File: src/rtl/add_sub_arbiter.sv
// Round-robin front end for one shared combinational add/sub unit: two requesters
// compete for it, and the result comes back on a single response channel tagged by ID.
module add_sub_arbiter #(
    parameter int WIDTH = 4
) (
    input  logic             clk,
    input  logic             rst_n,
    input  logic             req0_valid,
    input  logic [WIDTH-1:0] req0_a,
    input  logic [WIDTH-1:0] req0_b,
    input  logic             req0_s,
    output logic             req0_ready,
    input  logic             req1_valid,
    input  logic [WIDTH-1:0] req1_a,
    input  logic [WIDTH-1:0] req1_b,
    input  logic             req1_s,
    output logic             req1_ready,
    output logic [WIDTH-1:0] alu_a,
    output logic [WIDTH-1:0] alu_b,
    output logic             alu_s,
    input  logic [WIDTH-1:0] alu_result,
    input  logic             alu_carry,
    output logic             rsp_valid,
    input  logic             rsp_ready,
    output logic             rsp_id,
    output logic [WIDTH-1:0] rsp_result,
    output logic             rsp_carry,
    output logic             busy
);

    typedef enum logic [1:0] {
        IDLE = 2'd0,
        EXEC = 2'd1,
        RESP = 2'd2
    } state_e;

    state_e           state_q, state_d;
    logic             last_grant_q, last_grant_d;
    logic [WIDTH-1:0] op_a_q, op_a_d;
    logic [WIDTH-1:0] op_b_q, op_b_d;
    logic             op_s_q, op_s_d;
    logic             op_id_q, op_id_d;
    logic [WIDTH-1:0] res_q, res_d;
    logic             carry_q, carry_d;

    logic grant0, grant1;

    always_comb begin
        // On a tie the requester that did not win last time goes first.
        grant0 = req0_valid && (!req1_valid || last_grant_q);
        grant1 = req1_valid && (!req0_valid || !last_grant_q);

        // ready is also held low while reset is asserted.
        req0_ready = rst_n && (state_q == IDLE) && grant0;
        req1_ready = rst_n && (state_q == IDLE) && grant1;

        state_d      = state_q;
        last_grant_d = last_grant_q;
        op_a_d       = op_a_q;
        op_b_d       = op_b_q;
        op_s_d       = op_s_q;
        op_id_d      = op_id_q;
        res_d        = res_q;
        carry_d      = carry_q;

        case (state_q)
            IDLE: begin
                if (req0_ready || req1_ready) begin
                    op_a_d       = req1_ready ? req1_a : req0_a;
                    op_b_d       = req1_ready ? req1_b : req0_b;
                    op_s_d       = req1_ready ? req1_s : req0_s;
                    op_id_d      = req1_ready;
                    last_grant_d = req1_ready;
                    state_d      = EXEC;
                end
            end
            EXEC: begin
                res_d   = alu_result;
                carry_d = alu_carry;
                state_d = RESP;
            end
            RESP: begin
                if (rsp_ready) begin
                    state_d = IDLE;
                end
            end
            default: state_d = IDLE;
        endcase
    end

    always_ff @(posedge clk or negedge rst_n) begin
        if (!rst_n) begin
            state_q      <= IDLE;
            last_grant_q <= 1'b1;
            op_a_q       <= '0;
            op_b_q       <= '0;
            op_s_q       <= 1'b0;
            op_id_q      <= 1'b0;
            res_q        <= '0;
            carry_q      <= 1'b0;
        end else begin
            state_q      <= state_d;
            last_grant_q <= last_grant_d;
            op_a_q       <= op_a_d;
            op_b_q       <= op_b_d;
            op_s_q       <= op_s_d;
            op_id_q      <= op_id_d;
            res_q        <= res_d;
            carry_q      <= carry_d;
        end
    end

    // The shared unit sees only latched operands, never the live request inputs.
    assign alu_a      = op_a_q;
    assign alu_b      = op_b_q;
    assign alu_s      = op_s_q;
    assign rsp_valid  = (state_q == RESP);
    assign rsp_id     = op_id_q;
    assign rsp_result = res_q;
    assign rsp_carry  = carry_q;
    assign busy       = (state_q != IDLE);

endmodule

File: config.mk
export PLATFORM = sky130hd
export DESIGN_NAME = add_sub_arbiter
export DESIGN_NICKNAME = d
export VERILOG_FILES = /design/src/rtl/add_sub_arbiter.sv
export SDC_FILE = /design/constraint.sdc
export NUM_CORES = 1
export LEC_CHECK = 0
export CAP_MARGIN = 20
export CORE_UTILIZATION = 34
export CTS_CLUSTER_SIZE = 14
export DETAILED_ROUTE_END_ITERATION = 12
export GPL_TIMING_DRIVEN = 0
export PLACE_DENSITY_LB_ADDON = 0.25
export SLEW_MARGIN = 20
export SYNTH_ARGS = -nofsm -noshare
export SYNTH_HDL_FRONTEND = slang
export SYNTH_SLANG_ARGS = --single-unit
File: constraint.sdc
create_clock -name clk -period 1.18 [get_ports clk]
set_input_delay 0.236 -clock clk [delete_from_list [all_inputs] [get_ports clk]]
set_output_delay 0.236 -clock clk [all_outputs]
set_load 0.005 [all_outputs]
Yosys cells after proc, flatten, opt, wreduce, memory -nomap -nowiden
Cells that the tools add are included.
Storage, ports and cells
  logic and storage cells: 33
  input bits: 28
  output and inout bits: 19
  bits in registers: 18
Operators by class
  reduce and logical (&&, ||, !) cells: 15
  multiplexer cells: 6
  equal/unequal tests: 4
Operators with widths (number)
  $mux W4: 2
  $pmux W2 S3: 1
  $logic_and A1 B1 Y1: 5
  $mux W2: 2
  $ne A2 B1 Y1 const B: 2
  $reduce_and A2 Y1: 2
  $logic_not A1 Y1: 3
  $logic_or A1 B1 Y1: 3
  $eq A2 B1 Y1 const B: 1
  $eq A2 B2 Y1 const B: 1
  $logic_not A2 Y1: 1
  $reduce_bool A2 Y1: 1
  $mux W1: 1

Depth between registers and ports, before layout
  depth in word-level cells: 7
  depth in mapped cells: 5
  mapped depth without buffers: 3

Worst setup path before layout
Ideal clock, no wire load.
  path type: reg2out
  start point: register state_q[0]
  end point: output req1_ready
  data arrival time: 1.054 ns
  data required time: 0.944 ns
  setup slack: -0.110 ns
  cell stages (with the launch flop): 4
  path through: dfrtp_1 > or3b_1 > buf_2 > nor2_4
Between the ends
  cells in the longest elaborated chain, start to end: 3
Ends and longest elaborated chain
  from (decl): line 37  | state_e state_q, state_d;
  from (signal assigned): line 102  | state_q <= state_d;
  $logic_not A2 Y1: line 55  | req1_ready = rst_n && (state_q == IDLE) && grant1;
  $logic_and A1 B1 Y1 (2 in series): line 55
  to (decl): line 17  | output logic req1_ready,
Every way passes these cells.

Worst setup path after layout
  start point: register state_q[0]
  end point: output rsp_valid
Between the ends
  cells in the longest elaborated chain, start to end: 1
Ends and longest elaborated chain
  $eq A2 B2 Y1: line 117  | assign rsp_valid = (state_q == RESP);
  to (decl): line 23  | output logic rsp_valid,
Every way passes these cells.

==> flow_summary.toml <==
[sta]
drv_slew = 0
fin_crit_sh = 1.43
finalHoldViolations = 0
period_minus_slack_ns = 1.68
timing.hold.ws_ns = 0.215
rsz0062_at_grt = "yes"
setup_tns_ns = -5.67
fmax_mhz = 594
finalSetupViolCount = 17
relSlewSlack = 0.461
clock_skew_ns = 0.00766
setup_ws_ns = -0.504
tightestPinTransition_ns = 0.809

[die]
design.die.area_mm2 = 0.00283
die_h_um = 53.2
fp.dieW_um = 53.2
io_pins = 47
start_util = 0.360
coreArea_mm2 = 0.00248
row_count = 18

[routing]
vias_per_cell = 5.17
drcViolationCount = 0
wl_um = 2680
wl_per_cell_um = 15.4
drt-initial-drc-count = 11
detail-route-antenna-nets = 0
vias = 899
drt-pass1-iter-count = 4

[power_and_ir_drop]
ir_worst_vdd_uv = 1190
power.density_mw_per_mm2 = 1740
leakagePower_nw = 0.664

[logic_synthesis]
synthArstFlopShare = 1.00
synthesis.nets = 110
yosysTopAreaCell = "dfrtp_1"
yosysSeqAreaShare = 0.507
synth_top_area_share = 0.478
ys_ff_latch = 18
synth.distinct_cells = 26
synth.avg_cell_area_um2 = 10.9
yosysWarnings = 0
synth_edf_count = 0
syn_area_um2 = 891
synth_flop_cell = "dfrtp_1"
yosys-top-cells-area = "dfrtp_1 (48%), mux2_2 (6.3%), a31oi_1 (5.6%)"
synthCells = 82

[finish]
area_growth_pct = 75.4
nFillCells = 226
diodes = 0
utilization = 0.631
nNetsFinal = 173
drive_above_1_share = 0.340
finalNonFillerCells = 174

[clock_tree]
clockBufferDepth = 2
clk_latency_ns = 0.29
cts_tree = "built"
cts_max_level = 1
cts_root_buf = "clkbuf_4"
cts_sinks = 18
cts_made_buffers = 3
clk_pin_slew_worst_paths_ns = 0.10

[global_routing]
grt.overflow.total = 0
grt.total_usage = 0.211
antenna_found_initial = 0
grt_pass1_vias = 853
grt_pass1_wl_um = 4160
grt_start_max_net_pins = 18

[worst_setup_path]
cp_max_fo = 5
path_class = "reg2out"
cpMaxStageDelayCell = "clkdlybuf4s50_1"
path_cells = "nand2b_1 > inv_1 > clkdlybuf4s50_1"
cp.arrival_ns = 1.45
crit_start = "state_q[0]"
startpoint_type = "flip-flop"
reg2reg_from = "state_q[1]"
cpPeakStageDelay_ns = 0.49
endpoint_kind = "primary output"
cp.required_ns = 0.94

[place]
place_ws_ns = -1.63
io_buffers = 46
place_inst = 158
dp_hpwl_um = 1650
gp_congestion = 0.677

[worst_hold_path]
hold_path.class = "in2async"

[outcome]
failed_checks = "negative setup slack"
status = "finished with violations"

[run]
max_cap_viol_count = 0
## flip-flops by register name (all words and copies together) (netlist names)
signal / cells
alu_a: 4
alu_b: 4
last_grant_q: 1
alu_s: 1
rsp_carry: 1
state_q: 2
rsp_result: 4
rsp_id: 1
## kinds of logic (layout without fill, tap and decap cells)
group / Yosys count / count (layout) / share of synthesized area
flops: 18 / 18 / 0.507
mux: 5 / 5 / 0.0632
compound gates: 32 / 32 / 0.222
simple gates: 19 / 19 / 0.143
buf+inv: 8 / 70 / 0.0646
## report_power, final
part           switching [mW]  internal (mW)
Sequential              0.167          0.901
Combinational           0.536          0.807
Clock                   0.181          0.131
## area by class of cell
type	instances	area (um^2)	share of cell area
well taps	30	37.5	0.0240
flip-flops and latches	18	452	0.289
repair buffers	59	557	0.356
clock buffers	4	26.3	0.0168
inverters	2	7.51	0.00480
multi-input cells	56	427	0.273
plain buffers	5	56.3	0.0360
## what timing repair did
action | CTS | global route
hold buffers | 2 | 0
pin swaps | 3 | 4
hold endpoints to repair | 17 | 0
endpoints found under the setup margin | 36 | 45
setup buffers | 5 | 5
resized for setup | 54 | 15
cloned | 1 | 0
## layout by cell type (no fill, tap or decap), types with 2 or more instances in the layout
master	synthesis	routed
clkdlybuf4s15_1	0	13
buf_6	3	7
clkbuf_2	0	3
o21ai_2	1	8
dfrtp_1	17	17
nand2b_1	3	3
mux2_2	5	5
clkbuf_4	0	3
buf_2	1	2
a21o_1	2	2
clkdlybuf4s50_1	0	26
a21oi_1	9	9
a31oi_1	8	8
buf_4	1	9
nand3_1	9	8
## final timing paths
kind | endpoint | slack (ns) | depth (start not counted)
max | rsp_valid | -0.50 | 3
min | state_q[1] | 0.21 | 2
max reg2reg | alu_b[3] | -0.41 | 6
min reg2reg | rsp_id | 0.49 | 1
max in group asynchronous | rsp_result[0] | 0.46 | 2
min in group clk | rsp_id | 0.49 | 1
## critical path, delay by kind of cell, from the launching register on
| family | cells | cell delay, ns |
|---|---|---|
| flip-flops | 1 | 0.44 |
| AND/OR/NAND/NOR | 1 | 0.18 |
| buffers and inverters | 2 | 0.54 |
## layer usage
layer	GRT usage	up-vias	share of wire	routed length (um)
met5	0	-	0	0
met4	0.0263	0	0.0037	10
met3	0.0546	2	0.044	119
met2	0.357	29	0.52	1390
met1	0.275	442	0.43	1160
li1	-	426	-	-
## per-stage QoR
step	power, mW	cell area (um^2)
after floorplan	1.59	897
after global placement	2.31	1400
after detailed placement	2.36	1400
after CTS	2.67	1520
after global routing	2.91	1560
final	2.72	1560
## cell usage after synthesis, types with 2 or more instances
| library cell | n |
|---|---|
| a21o_1 | 2 |
| a21oi_1 | 9 |
| a31oi_1 | 8 |
| buf_6 | 3 |
| dfrtp_1 | 17 |
| inv_1 | 2 |
| mux2_2 | 5 |
| nand2b_1 | 3 |
| nand3_1 | 9 |
| o21ai_1 | 8 |
Note: power is estimated with default switching activity, not from simulation.
